File: src/rtl/conv_addr_seq.sv
// conv_addr_seq: self-sequencing IFM/weight address generator
// walks oc/r/c/ic/i/j and schedules MAC clear and output writes
`timescale 1ns/1ps
module conv_addr_seq #(
  parameter int IN_SIZE  = 4,
  parameter int K        = 3,
  parameter int STRIDE   = 1,
  parameter int PAD      = 0,
  parameter int IN_CH    = 1,
  parameter int OUT_CH   = 1,
  parameter int ADDR_W   = 8,
  parameter int PIPE_DLY = 9
) (
  input  logic              clock,
  input  logic              rst_n,
  input  logic              start,
  input  logic              hold,
  output logic              busy,
  output logic              done,
  output logic              tap_valid,
  output logic [ADDR_W-1:0] ifm_addr,
  output logic              pad_zero,
  output logic [ADDR_W-1:0] weight_addr,
  output logic              acc_clr,
  output logic              out_we,
  output logic [ADDR_W-1:0] out_addr,
  output logic [ADDR_W-1:0] out_chan_idx
);

  localparam int OUT_SIZE = (IN_SIZE + 2*PAD - K)/STRIDE + 1;
  localparam int W  = ADDR_W + 2;
  localparam int DW = $clog2(PIPE_DLY + 1);

  localparam logic [1:0] S_IDLE  = 2'd0;
  localparam logic [1:0] S_RUN   = 2'd1;
  localparam logic [1:0] S_DRAIN = 2'd2;
  localparam logic [1:0] S_DONE  = 2'd3;

  localparam logic [ADDR_W-1:0] ONE    = ADDR_W'(1);
  localparam logic [ADDR_W-1:0] OC_MAX = ADDR_W'(OUT_CH - 1);
  localparam logic [ADDR_W-1:0] RC_MAX = ADDR_W'(OUT_SIZE - 1);
  localparam logic [ADDR_W-1:0] IC_MAX = ADDR_W'(IN_CH - 1);
  localparam logic [ADDR_W-1:0] K_MAX  = ADDR_W'(K - 1);
  localparam logic [DW-1:0]     DR_MAX = DW'(PIPE_DLY - 1);

  localparam logic [ADDR_W-1:0] A_IN  = ADDR_W'(IN_SIZE);
  localparam logic [ADDR_W-1:0] A_IN2 = ADDR_W'(IN_SIZE*IN_SIZE);
  localparam logic [ADDR_W-1:0] A_K   = ADDR_W'(K);
  localparam logic [ADDR_W-1:0] A_ICH = ADDR_W'(IN_CH);
  localparam logic [ADDR_W-1:0] A_OS  = ADDR_W'(OUT_SIZE);
  localparam logic [ADDR_W-1:0] A_OS2 = ADDR_W'(OUT_SIZE*OUT_SIZE);

  localparam logic signed [W-1:0] S_STR = W'(STRIDE);
  localparam logic signed [W-1:0] S_PAD = W'(PAD);
  localparam logic signed [W-1:0] S_IN  = W'(IN_SIZE);

  logic [1:0]        state_q;
  logic [DW-1:0]     drain_q;
  logic [ADDR_W-1:0] oc_q, r_q, c_q, ic_q, i_q, j_q;

  logic issue;
  logic j_end, i_end, ic_end, c_end, r_end, oc_end;
  logic last_px, last_all, first_px;

  assign issue    = (state_q == S_RUN) && !hold;
  assign j_end    = (j_q == K_MAX);
  assign i_end    = (i_q == K_MAX);
  assign ic_end   = (ic_q == IC_MAX);
  assign c_end    = (c_q == RC_MAX);
  assign r_end    = (r_q == RC_MAX);
  assign oc_end   = (oc_q == OC_MAX);
  assign last_px  = ic_end && i_end && j_end;
  assign last_all = last_px && c_end && r_end && oc_end;
  assign first_px = (ic_q == '0) && (i_q == '0) && (j_q == '0);

  logic signed [W-1:0] row, col;
  logic                in_pad;
  logic [ADDR_W-1:0]   ifm_nxt, wgt_nxt, oadr_nxt;

  assign row = $signed({2'b00, r_q}) * S_STR
             + $signed({2'b00, i_q}) - S_PAD;
  assign col = $signed({2'b00, c_q}) * S_STR
             + $signed({2'b00, j_q}) - S_PAD;
  assign in_pad = row[W-1] || col[W-1]
               || (row >= S_IN) || (col >= S_IN);

  assign ifm_nxt  = ic_q * A_IN2
                  + row[ADDR_W-1:0] * A_IN
                  + col[ADDR_W-1:0];
  assign wgt_nxt  = ((oc_q * A_ICH + ic_q) * A_K + i_q) * A_K + j_q;
  assign oadr_nxt = oc_q * A_OS2 + r_q * A_OS + c_q;

  // layer control: idle -> run -> drain -> done
  always_ff @(posedge clock or negedge rst_n) begin
    if (!rst_n) begin
      state_q <= S_IDLE;
      drain_q <= '0;
    end else begin
      unique case (state_q)
        S_IDLE: if (start) state_q <= S_RUN;
        S_RUN: begin
          if (issue && last_all) begin
            state_q <= S_DRAIN;
            drain_q <= '0;
          end
        end
        S_DRAIN: begin
          if (drain_q == DR_MAX) state_q <= S_DONE;
          else drain_q <= drain_q + DW'(1);
        end
        S_DONE: state_q <= S_IDLE;
        default: state_q <= S_IDLE;
      endcase
    end
  end

  // nested loop counters, j innermost, oc outermost
  always_ff @(posedge clock or negedge rst_n) begin
    if (!rst_n) begin
      {oc_q, r_q, c_q, ic_q, i_q, j_q} <= '0;
    end else if (state_q == S_IDLE && start) begin
      {oc_q, r_q, c_q, ic_q, i_q, j_q} <= '0;
    end else if (issue) begin
      j_q <= j_end ? '0 : j_q + ONE;
      if (j_end)
        i_q <= i_end ? '0 : i_q + ONE;
      if (j_end && i_end)
        ic_q <= ic_end ? '0 : ic_q + ONE;
      if (last_px)
        c_q <= c_end ? '0 : c_q + ONE;
      if (last_px && c_end)
        r_q <= r_end ? '0 : r_q + ONE;
      if (last_px && c_end && r_end)
        oc_q <= oc_end ? '0 : oc_q + ONE;
    end
  end

  logic              tv_q, pz_q, clr_q, last_q;
  logic [ADDR_W-1:0] ifm_q, wgt_q, oadr_q, ocr_q;

  // registered tap outputs, cleared on idle cycles
  always_ff @(posedge clock or negedge rst_n) begin
    if (!rst_n) begin
      tv_q   <= 1'b0;
      pz_q   <= 1'b0;
      clr_q  <= 1'b0;
      last_q <= 1'b0;
      ifm_q  <= '0;
      wgt_q  <= '0;
      oadr_q <= '0;
      ocr_q  <= '0;
    end else begin
      tv_q   <= issue;
      pz_q   <= issue && in_pad;
      clr_q  <= issue && first_px;
      last_q <= issue && last_px;
      ifm_q  <= (issue && !in_pad) ? ifm_nxt : '0;
      wgt_q  <= issue ? wgt_nxt : '0;
      oadr_q <= issue ? oadr_nxt : '0;
      ocr_q  <= issue ? oc_q : '0;
    end
  end

  logic [PIPE_DLY-1:0]             dl_we;
  logic [PIPE_DLY-1:0][ADDR_W-1:0] dl_addr;
  logic [PIPE_DLY-1:0][ADDR_W-1:0] dl_oc;

  // write strobe delay line, shifts even while hold is high
  always_ff @(posedge clock or negedge rst_n) begin
    if (!rst_n) begin
      dl_we   <= '0;
      dl_addr <= '0;
      dl_oc   <= '0;
    end else begin
      dl_we[0]   <= tv_q && last_q;
      dl_addr[0] <= oadr_q;
      dl_oc[0]   <= ocr_q;
      for (int k = PIPE_DLY - 1; k > 0; k--) begin
        dl_we[k]   <= dl_we[k-1];
        dl_addr[k] <= dl_addr[k-1];
        dl_oc[k]   <= dl_oc[k-1];
      end
    end
  end

  assign busy         = (state_q != S_IDLE);
  assign done         = (state_q == S_DONE);
  assign tap_valid    = tv_q;
  assign ifm_addr     = ifm_q;
  assign pad_zero     = pz_q;
  assign weight_addr  = wgt_q;
  assign acc_clr      = clr_q;
  assign out_we       = dl_we[PIPE_DLY-1];
  assign out_addr     = dl_addr[PIPE_DLY-1];
  assign out_chan_idx = dl_oc[PIPE_DLY-1];

endmodule

File: config.mk
export PLATFORM = sky130hd
export DESIGN_NAME = conv_addr_seq
export DESIGN_NICKNAME = d
export VERILOG_FILES = /design/src/rtl/conv_addr_seq.sv
export SDC_FILE = /design/constraint.sdc
export NUM_CORES = 1
export LEC_CHECK = 0
export ABC_AREA = 1
export ABC_CLOCK_PERIOD_IN_PS = 12290
export BUFFER_PORTS_ARGS = -buffer_cell sky130_fd_sc_hd__clkbuf_2
export CAP_MARGIN = 20
export CORE_MARGIN = 3
export CORE_UTILIZATION = 60
export DETAILED_ROUTE_END_ITERATION = 12
export PLACE_DENSITY_LB_ADDON = 0.25
export SYNTH_ARGS = -nofsm -noshare
export SYNTH_HDL_FRONTEND = slang
export SYNTH_SLANG_ARGS = --single-unit
File: constraint.sdc
create_clock -name clock -period 12.29 [get_ports clock]
set_clock_uncertainty 0.2 [all_clocks]
set_input_delay 1.229 -clock clock [delete_from_list [all_inputs] [get_ports clock]]
set_output_delay 1.229 -clock clock [all_outputs]
set_load 0.02 [all_outputs]
==> impl_metrics.env, run 1 <==
export IMPL_use_met1=0.300
export IMPL_max_clock_freq_mhz=193
export IMPL_drtIter0Drc=421
export IMPL_avgSynthCellArea_um2=10.9
export IMPL_num_vias=6825
export IMPL_antenna_found_initial=0
export IMPL_rsz0062_at_grt="no"
export IMPL_netlist_area_um2=10700
export IMPL_port_buffers=41
export IMPL_synthFlopType="dfrtp_1"
export IMPL_cp_top_family="adder cells"
export IMPL_hpwl_um=14500
export IMPL_startpoint_type="flop"
export IMPL_start_util=0.615
export IMPL_dieArea_um2=19400
export IMPL_syn_num_nets=1082
export IMPL_multiInputGateArea_um2=3860
export IMPL_crit_slowest_cell="fa_1"
export IMPL_status="finished, final reports clean"
export IMPL_final_common_cell="dfrtp_1"
export IMPL_num_rows=48
export IMPL_antenna_left=0
export IMPL_root_buffer="clkbuf_16"
export IMPL_layout_min_cycle_time_ns=5.18
export IMPL_cts_sinks=243
export IMPL_reg2reg_from="oc_q[2]"
export IMPL_clk_pin_slew_ns=0.07
export IMPL_clk_insertion_delay_late_ns=0.53
export IMPL_firstDrtPassIters=4
export IMPL_fill_cells=1236
export IMPL_synth_edf_count=0
export IMPL_wl_per_cell_um=16.2
export IMPL_antennaDiodeCount=0
export IMPL_ios=42
export IMPL_maxCapViolations=0
export IMPL_max_clock_path_buffers=3
export IMPL_min_path_type="reg -> reg"
export IMPL_avgViaCountPerCell=5.37
export IMPL_fin_nets=1130
export IMPL_post_cts_buffers=0
export IMPL_setup_violations=0
export IMPL_critical_path_arrival_ns=5.39
export IMPL_worst_path_max_fanout=6
export IMPL_worst_path_most_repeated_cell="nand2_1"
export IMPL_grt_remaining_overflow=0
export IMPL_area_delta_synth_final_pct=11.3
export IMPL_slowest_delay_ns=0.51
export IMPL_drc_errors=0
export IMPL_slew_violations=0
export IMPL_totalWireLength_um=20600
export IMPL_cts_made_buffers=24
export IMPL_layout_drive_gt1_share=0.106
export IMPL_cts_resized=0
export IMPL_worst_slew_pin_slew_ns=0.857
export IMPL_met3_usage=0.0409
export IMPL_path_buf_inv=3
export IMPL_busiest_layer="met2"
export IMPL_tritoncts="done"
export IMPL_required_ns=12.50
export IMPL_fp_dieH_um=139
export IMPL_worstHoldStart="dl_addr[30]"
export IMPL_grt_pass1_vias=6985
export IMPL_gp_congestion=0.901
export IMPL_core_um2=17400
export IMPL_async_flop_share=1.00
export IMPL_path_class="reg -> reg"
export IMPL_met2_usage=0.362
export IMPL_final_setup_tns_ns=0
export IMPL_critPathLaunch="oc_q[2]"
export IMPL_h_tree_depth=1
export IMPL_die_width_um=139
export IMPL_grt_max_degree=106
export IMPL_grt_pass1_wl_um=34600
export IMPL_ys_warnings_count=0
export IMPL_cp_end_kind="flop"
export IMPL_utilization=0.684
export IMPL_layout_common_cells="dfrtp_1 (243), inv_1 (142), nand2_1 (131), ha_1 (72), nor2_1 (70)"
export IMPL_ys_seq_elements=243
export IMPL_period_share=0.421
export IMPL_final_hold_viol_count=0
export IMPL_regArea_um2=6080
export IMPL_synth_seq_area_share=0.570
export IMPL_syn_inst=981
export IMPL_synth_cell_types=47
export IMPL_track_usage=0.221
export IMPL_slew_headroom=0.429
export IMPL_hold_buffers=0
## cells in the mapped netlist (2+ instances only)
master    count  area (um2)
dfrtp_1     243        6080
inv_1       142         533
nand2_1     131         492
ha_1         72         901
nor2_1       70         263
a21oi_1      45         225
nand3_1      41         205
o21ai_0      38         190
fa_1         25         500
xor2_1       24         210
nand4_1      23         144
nor3_1       22         110
buf_4        16         120
xnor2_1      11        96.3
o22ai_1       7        43.8
nand3b_1      6        45.0
a31oi_1       5        31.3
nor4_1        5        31.3
a21o_1        4        30.0
inv_2         4        15.0
o21a_1        4        30.0
clkbuf_1      3        11.3
nand2_4       3        33.8
nor3b_1       3        22.5
or2_2         3        18.8
a22oi_1       2        15.0
buf_6         2        22.5
nand2_2       2        12.5
nor2_4        2        22.5
nor2_8        2        40.0
nor3_2        2        20.0
o211ai_1      2        15.0
o21ai_2       2        17.5
o21bai_1      2        15.0
## worst paths after layout
| kind | depth (start not counted) | slack [ns] | end |
|---|---|---|---|
| max | 27 | 7.11 | weight_addr[7] |
| min | 0 | 0.14 | dl_addr[38] |
| max reg2reg | 27 | 7.11 | weight_addr[7] |
| min reg2reg | 0 | 0.14 | dl_addr[38] |
| max in group asynchronous | 3 | 9.21 | ic_q[2] |
| min in group asynchronous | 1 | 0.52 | out_chan_idx[0] |
## stage by stage
stage / hold WS [ns] / area [um2] / std cells / setup WS (ns)
floorplan: 0.131 / 10700 / 981 / 7.48
global placement: 0.131 / 11000 / 1228 / 7.25
detailed placement: 0.135 / 11000 / 1228 / 7.14
CTS: 0.131 / 11900 / 1270 / 7.11
global route: 0.135 / 11900 / 1270 / 6.68
finish: 0.136 / 11900 / 1270 / 7.11
## flip-flops by register name, indices dropped and copies added, names as in the netlist, 2 cells and up
name and count:
dl_addr 64, dl_oc 64, dl_we 9, c_q 8
i_q 8, ic_q 8, ifm_addr 8, j_q 8
oadr_q 8, oc_q 8, ocr_q 8, out_addr 8
out_chan_idx 8, r_q 8, weight_addr 8, drain_q 4
state_q 2
## cell families (layout without fill, tap and decap cells)
group,count (synthesis),after routing,synth area share
xor gates and xnor gates,35,35,0.0287
muxes,1,1,0.000938
DFF,243,243,0.570
buffers and inverters,171,235,0.0680
adders and majority gates,97,97,0.131
AOI/OAI and AO/OA,116,116,0.0622
and+or+nand+nor,318,318,0.139
## area by class of cell
class	count	share of cell area
multi-input combinational	567	0.325
clock buffer	33	0.0602
sequential	243	0.512
clock inverter	9	0.0106
inverter	149	0.0477
tap	225	0.0237
timing repair buffer	44	0.0200
## routing by layer
metal  vias up  wire [um]  part of all wire
met1      3291       8690              0.42
met2       226       9800              0.48
met3        60       1430             0.069
met4         0        665             0.032
met5         -          0                 0
li1       3248          -                 -
## worst reg2reg max path, stage by stage (launching register included)
cell,delay (ns)
dfrtp_1,0.46
ha_1,0.39
a21oi_1,0.16
nand2_1,0.10
xor2_1,0.18
inv_1,0.10
fa_1,0.51
inv_1,0.04
ha_1,0.37
nand2_1,0.10
nand2_1,0.06
a31o_2,0.22
xor2_1,0.20
inv_1,0.09
fa_1,0.46
ha_1,0.35
a21o_1,0.19
nand2_1,0.08
nand3_1,0.08
nand2_1,0.06
nand2_1,0.06
or2_2,0.30
nand2_1,0.06
nand2_1,0.04
nand2_1,0.07
nand2_1,0.05
nand2_1,0.06
nor2_1,0.04
Power of run 1 is left out: the tool's default activity adds up to more than one toggle a clock period on the data nets, which glitch-free logic cannot reach.
==> run 2, diff against run 1 <==
Settings changed: ABC_AREA 1 to 0, ABC_CLOCK_PERIOD_IN_PS 12290 to 4500, CORE_UTILIZATION 60 to 56.
Clock period 12.29 ns to 4.5 ns, I/O delays scaled along.
==> run 2 against run 1 <==
Effect of this change:
- the run now ends with negative setup slack left
- critical path depth down 7
- global-route usage down 2.4 points
- count of clock-buffer cells in the layout up 3
- via count down 5.9%
- cell area up 3.2%
- hold slack worse by 0.0076 ns
- maximum frequency up 8.8%
- cell count down 7.2%
- sequential cell count unchanged
- die area up 5.4%
- first-iteration DRC count down 29%
- largest cell class unchanged
==> impl_metrics.env, run 2 <==
export IMPL_layout_setup_ws_ns=-0.257
export IMPL_min_path_type="in -> reg"
export IMPL_dieArea_um2=20500
export IMPL_p_total_uw=5510
export IMPL_cp_end_kind="flop"
export IMPL_vdd_drop_max_mv=0.472
export IMPL_ys_warnings_count=0
export IMPL_maxCapViolations=0
export IMPL_yosysMostFrequentCell="dfrtp_1"
export IMPL_regArea_um2=6090
export IMPL_syn_num_nets=945
export IMPL_antennaDiodeCount=0
export IMPL_worst_slew_pin_slew_ns=0.898
export IMPL_worst_path_most_repeated_cell="ha_4"
export IMPL_synth_cell_types=63
export IMPL_gp_congestion=0.906
export IMPL_path_buf_inv=4
export IMPL_crit_cells=20
export IMPL_slew_headroom=0.401
export IMPL_grt_remaining_overflow=0
export IMPL_power_density_nw_per_um2=450
export IMPL_placed_cell_area_um2=11300
export IMPL_async_flop_share=1.00
export IMPL_status="complete, but fails checks"
export IMPL_fill_cells=1336
export IMPL_netlist_top_cells_area="dfrtp_1 (58%), ha_1 (8.6%), fa_1 (4.8%)"
export IMPL_synth_seq_area_share=0.578
export IMPL_hpwl_um=13000
export IMPL_track_usage=0.197
export IMPL_firstDrtPassIters=7
export IMPL_violations="negative setup slack"
export IMPL_synth_edf_count=0
export IMPL_cts_made_buffers=25
export IMPL_reg2reg_depth=20
export IMPL_drtIter0Drc=300
export IMPL_synth_top_area_share=0.578
export IMPL_num_rows=49
export IMPL_wl_per_cell_um=16.3
export IMPL_max_clock_path_buffers=3
export IMPL_avgViaCountPerCell=5.45
export IMPL_antenna_left=0
export IMPL_core_um2=18200
export IMPL_clk_pin_slew_ns=0.06
export IMPL_ys_seq_elements=243
export IMPL_worstPathCellList="ha_4 > fa_2 > inv_1 > fa_2 > inv_2 > ha_4 > a21o_1 > a21oi_2 > xnor2_2 > inv_1 > fa_1 > inv_2 > ha_4 > o21ai_1 > o21bai_1 > a21oi_1 > xnor2_1 > xnor2_1 > xor3_1 > nor2_1"
export IMPL_critical_path_arrival_ns=5.01
export IMPL_drc_errors=0
export IMPL_crit_slowest_cell="fa_2"
export IMPL_slowest_delay_ns=0.60
export IMPL_layout_min_cycle_time_ns=4.76
export IMPL_fin_area_um2=12200
export IMPL_cts_sinks=243
export IMPL_required_ns=4.76
export IMPL_die_width_um=143
export IMPL_avgSynthCellArea_um2=12.5
export IMPL_syn_inst=844
export IMPL_netlist_area_um2=10500
export IMPL_cp_top_family="adder cells"
export IMPL_totalWireLength_um=19200
export IMPL_layout_common_cells="dfrtp_1 (239), ha_1 (64), nor2_1 (61), nand2_1 (51), o21ai_0 (45)"
export IMPL_hold_depth=3
export IMPL_synth_common_cells="dfrtp_1 (243), ha_1 (72), nor2_1 (61)"
export IMPL_yosysTopAreaCell="dfrtp_1"
export IMPL_worst_path_max_fanout=2
export IMPL_multiInputGateArea_um2=4270
export IMPL_ios=42
export IMPL_final_hold_viol_count=0
export IMPL_layout_drive_gt1_share=0.190
export IMPL_setup_violations=1
export IMPL_period_share=1.06
export IMPL_final_setup_tns_ns=-0.257
export IMPL_fp_dieH_um=143
export IMPL_num_vias=6422
export IMPL_rsz0062_at_grt="yes"
export IMPL_tritoncts="done"
export IMPL_p_leak_uw=0.00631
export IMPL_final_common_cell="dfrtp_1"
export IMPL_area_delta_synth_final_pct=16.4
export IMPL_root_buffer="clkbuf_16"
export IMPL_grt_pass1_wl_um=32500
export IMPL_start_util=0.578
export IMPL_max_clock_freq_mhz=210
export IMPL_grt_pass1_vias=6616
export IMPL_top_regs="dl_addr: 64 flops, dl_oc: 64 flops, dl_we: 9 flops"
export IMPL_grt_max_degree=127
export IMPL_slew_violations=0
export IMPL_synthFlopType="dfrtp_1"
export IMPL_antenna_found_initial=0
export IMPL_port_buffers=41
export IMPL_h_tree_depth=1
export IMPL_startpoint_type="flop"
export IMPL_path_class="reg -> reg"
export IMPL_clk_insertion_delay_late_ns=0.53
export IMPL_fin_nets=1032
[run 2: cell types whose count changed in the layout (fill, tap and decap cells not counted), moves of 15 or more]
cell / previous run / this run
inv_1: 142 / 37
and3_1: 0 / 16
and2_1: 1 / 19
xnor2_1: 11 / 27
nand3_1: 41 / 20
nand2_1: 131 / 51
a21oi_1: 45 / 30
buf_4: 3 / 42
[run 2: cells by family after synthesis]
group | after synthesis | synth area share
buffers and inverters | 69 | 0.0315
AND/OR/NAND/NOR | 233 | 0.120
flip-flops | 243 | 0.578
multiplexers | 9 | 0.00904
AO/OA/AOI/OAI | 145 | 0.0868
adder cells (fa/ha/maj) | 97 | 0.133
XOR/XNOR | 48 | 0.0414
[run 2: final timing paths]
check	endpoint	slack, ns	start
setup reg to reg	weight_addr[7]	-0.26	oc_q[0]
hold / removal	state_q[0]	0.13	start
max in group asynchronous	dl_addr[20]	2.72	rst_n
hold reg to reg	dl_addr[6]	0.14	oadr_q[6]
setup / recovery	weight_addr[7]	-0.26	oc_q[0]
min in group asynchronous	out_addr[1]	0.40	rst_n
[run 2: per-layer routing]
metal / track usage / vias to the layer above / part of all wire
met3: 0.0315 / 33 / 0.040
li1: - / 3060 / -
met2: 0.341 / 143 / 0.50
met5: 0 / - / 0
met1: 0.259 / 3186 / 0.43
met4: 0.0545 / 0 / 0.026
[run 2: stage by stage]
| stage | hold WS (ns) | worst slack (ns) | utilization | cells |
|---|---|---|---|---|
| floorplan | -0.0456 | -0.122 | - | 844 |
| global placement | 0.132 | -0.235 | 0.619 | 1130 |
| detailed placement | 0.135 | -0.363 | 0.619 | 1130 |
| CTS | 0.115 | -0.274 | 0.671 | 1178 |
| global route | 0.133 | -0.546 | 0.673 | 1178 |
| finish | 0.128 | -0.257 | 0.673 | 1178 |
[run 2: tightest hold or removal path, cell delays in order]
cell,delay (ns)
clkbuf_2,0.12
o211ai_4,0.10
mux2i_1,0.13
[run 2: cell type report]
class / instances / area share
clock inverters: 9 / 0.0112
clock buffers: 36 / 0.0610
repair buffers: 86 / 0.0460
well taps: 229 / 0.0234
flip-flops and latches: 243 / 0.497
multi-input cells: 532 / 0.348
inverters: 43 / 0.0132
[run 2: timing repair]
| action | 4_1_cts | 5_1_grt |
|---|---|---|
| endpoints found under the setup margin | 2 | 2 |
| buffers inserted | 2 | 0 |
| resized for setup | 8 | 8 |
| pin swaps | 18 | 15 |
| hold buffers | 1 | 0 |
| endpoints found under the hold margin | 122 | 0 |
[run 2: where the power goes]
group | switching [uW] | internal [uW] | leakage [uW]
Combinational | 528 | 495 | 0.00255
Clock | 824 | 1330 | 0.000437
Sequential | 83.3 | 2250 | 0.00333
Total | 1440 | 4070 | 0.00631
Note: power is estimated with default switching activity, not from simulation.
==> run 3, diff against run 2 <==
Settings changed: CELL_PAD_IN_SITES_DETAIL_PLACEMENT set to 1, CELL_PAD_IN_SITES_GLOBAL_PLACEMENT set to 2, CORE_UTILIZATION 56 to 39.
==> run 3 against run 2 <==
Effect of this change:
- the run still ends with negative setup slack left
- non-clock buffer count increased by 6
- power is 1.7% higher
- setup slack got worse by 0.097 ns
- die area rose by 42%
- largest cell class unchanged
==> impl_metrics.env, run 3 (same netlist as run 2, synthesis figures left out) <==
export IMPL_status="complete, but fails checks"
export IMPL_violations="negative setup slack"
export IMPL_cp_top_family="adder cells"
export IMPL_fin_nets=1040
export IMPL_crit_slowest_cell="fa_1"
export IMPL_slew_headroom=0.369
export IMPL_cp_end_kind="flop"
export IMPL_final_hold_viol_count=0
export IMPL_crit_cells=21
export IMPL_avgViaCountPerCell=4.99
export IMPL_firstDrtPassIters=4
export IMPL_clk_pin_slew_ns=0.06
export IMPL_reg2reg_depth=21
export IMPL_cts_made_buffers=27
export IMPL_cts_sinks=243
export IMPL_path_class="reg -> reg"
export IMPL_start_util=0.400
export IMPL_placed_cell_area_um2=11400
export IMPL_critical_path_arrival_ns=5.13
export IMPL_netSwitchingPower_uw=1560
export IMPL_grt_pass1_vias=7003
export IMPL_num_rows=59
export IMPL_gp_congestion=0.833
export IMPL_layout_min_cycle_time_ns=4.85
export IMPL_power_frac_seq=0.416
export IMPL_maxCapViolations=0
export IMPL_timing_hold_ws_ns=0.100
export IMPL_top_regs="dl_addr: 64 flops, dl_oc: 64 flops, dl_we: 9 flops"
export IMPL_layout_setup_ws_ns=-0.354
export IMPL_h_tree_depth=1
export IMPL_p_leak_uw=0.00636
export IMPL_setup_violations=1
export IMPL_worstPathCellList="ha_4 > fa_2 > a21o_1 > a21oi_2 > xnor2_2 > xor2_1 > ha_1 > ha_4 > o21a_1 > o31a_1 > a21o_1 > fa_1 > inv_2 > ha_4 > o21ai_2 > o21bai_1 > a21oi_2 > xnor2_2 > xnor2_2 > xor3_1 > nor2_1"
export IMPL_drtIter0Drc=274
export IMPL_grt_remaining_overflow=0
export IMPL_antenna_found_initial=0
export IMPL_preCtsSetupSlack_ns=-0.385
export IMPL_worstHoldStart="start"
export IMPL_rsz0062_at_grt="yes"
export IMPL_dieArea_um2=29000
export IMPL_power_frac_comb=0.197
export IMPL_num_vias=6468
export IMPL_power_density_nw_per_um2=447
export IMPL_layout_drive_gt1_share=0.204
export IMPL_vdd_drop_max_mv=0.407
export IMPL_grt_pass1_wl_um=37100
export IMPL_p_sw_frac=0.278
export IMPL_clkPwrFrac=0.388
export IMPL_final_common_cell="dfrtp_1"
export IMPL_tritoncts="done"
export IMPL_critPathLaunch="oc_q[0]"
export IMPL_reg2reg_from="oc_q[0]"
export IMPL_ios=42
export IMPL_area_delta_synth_final_pct=19.0
export IMPL_slew_violations=0
export IMPL_path_buf_inv=1
export IMPL_totalWireLength_um=22500
export IMPL_wl_per_cell_um=17.4
export IMPL_max_clock_freq_mhz=206
export IMPL_dp_cells=1237
export IMPL_layout_common_cells="dfrtp_1 (239), ha_1 (63), nor2_1 (61), nand2_1 (51), buf_4 (45)"
export IMPL_fp_dieH_um=170
export IMPL_track_usage=0.159
export IMPL_hold_depth=3
export IMPL_period_share=1.08
export IMPL_worst_path_max_fanout=4
export IMPL_required_ns=4.78
export IMPL_min_path_type="in -> reg"
export IMPL_startpoint_type="flop"
export IMPL_final_cells=1295
export IMPL_root_buffer="clkbuf_16"
export IMPL_max_clock_path_buffers=3
export IMPL_p_int_uw=4040
export IMPL_core_um2=26300
export IMPL_hpwl_um=15800
export IMPL_drc_errors=0
export IMPL_antenna_left=0
export IMPL_clk_insertion_delay_late_ns=0.55
export IMPL_fill_cells=2712
export IMPL_worst_slew_pin_slew_ns=0.946
export IMPL_fin_area_um2=12500
export IMPL_grt_max_degree=131
export IMPL_slowest_delay_ns=0.51
export IMPL_die_width_um=170
export IMPL_port_buffers=41
export IMPL_antennaDiodeCount=0
run 3: stage by stage:
step / total power (uW) / setup TNS [ns] / utilization
finish: 5600 / -0.354 / 0.476
global placement: 3380 / -0.278 / 0.435
CTS: 5630 / -0.509 / 0.470
floorplan: 3010 / -0.122 / -
detailed placement: 3400 / -0.451 / 0.435
global route: 5940 / -0.770 / 0.476
run 3: worst paths after layout:
path                                   to  slack (ns)
min in group asynchronous        dl_we[7]        0.40
setup / recovery           weight_addr[7]       -0.35
setup reg to reg           weight_addr[7]       -0.35
max in group asynchronous     dl_addr[10]        2.62
hold reg to reg               dl_addr[19]        0.13
hold / removal                 state_q[0]        0.10
run 3: area by class of cell:
cell class	count	area, um2	share of cell area
sequential	243	6090	0.486
inverter	43	161	0.0129
timing repair buffer	92	628	0.0502
tap	335	419	0.0335
clock buffer	36	759	0.0607
clock inverter	14	141	0.0113
multi-input combinational	532	4320	0.345
run 3: per-layer routing:
layer / GRT usage / part of all wire / vias up
met2: 0.277 / 0.50 / 87
met3: 0.0251 / 0.029 / 41
li1: - / - / 3065
met4: 0.0413 / 0.024 / 0
met5: 0 / 0 / -
met1: 0.209 / 0.45 / 3275
run 3: power groups by stage:
stage                     logic [uW]  registers (uW)  clock network, uW
after detailed placement        1030            2370                  0
after global placement          1010            2370                  0
after floorplan                  628            2380                  0
after global routing            1240            2340               2360
final                           1100            2330               2170
after CTS                       1040            2330               2260
run 3: what timing repair did:
action,in CTS,in global routing
resized for setup,1,26
hold buffers,1,0
pin swaps,4,41
endpoints found under the hold margin,128,0
setup endpoints to repair,2,4
setup buffers,0,7
run 3: worst min-delay path, cell delays in order:
cell      delay (ns)
clkbuf_2        0.13
o211ai_4        0.10
mux2i_1         0.13
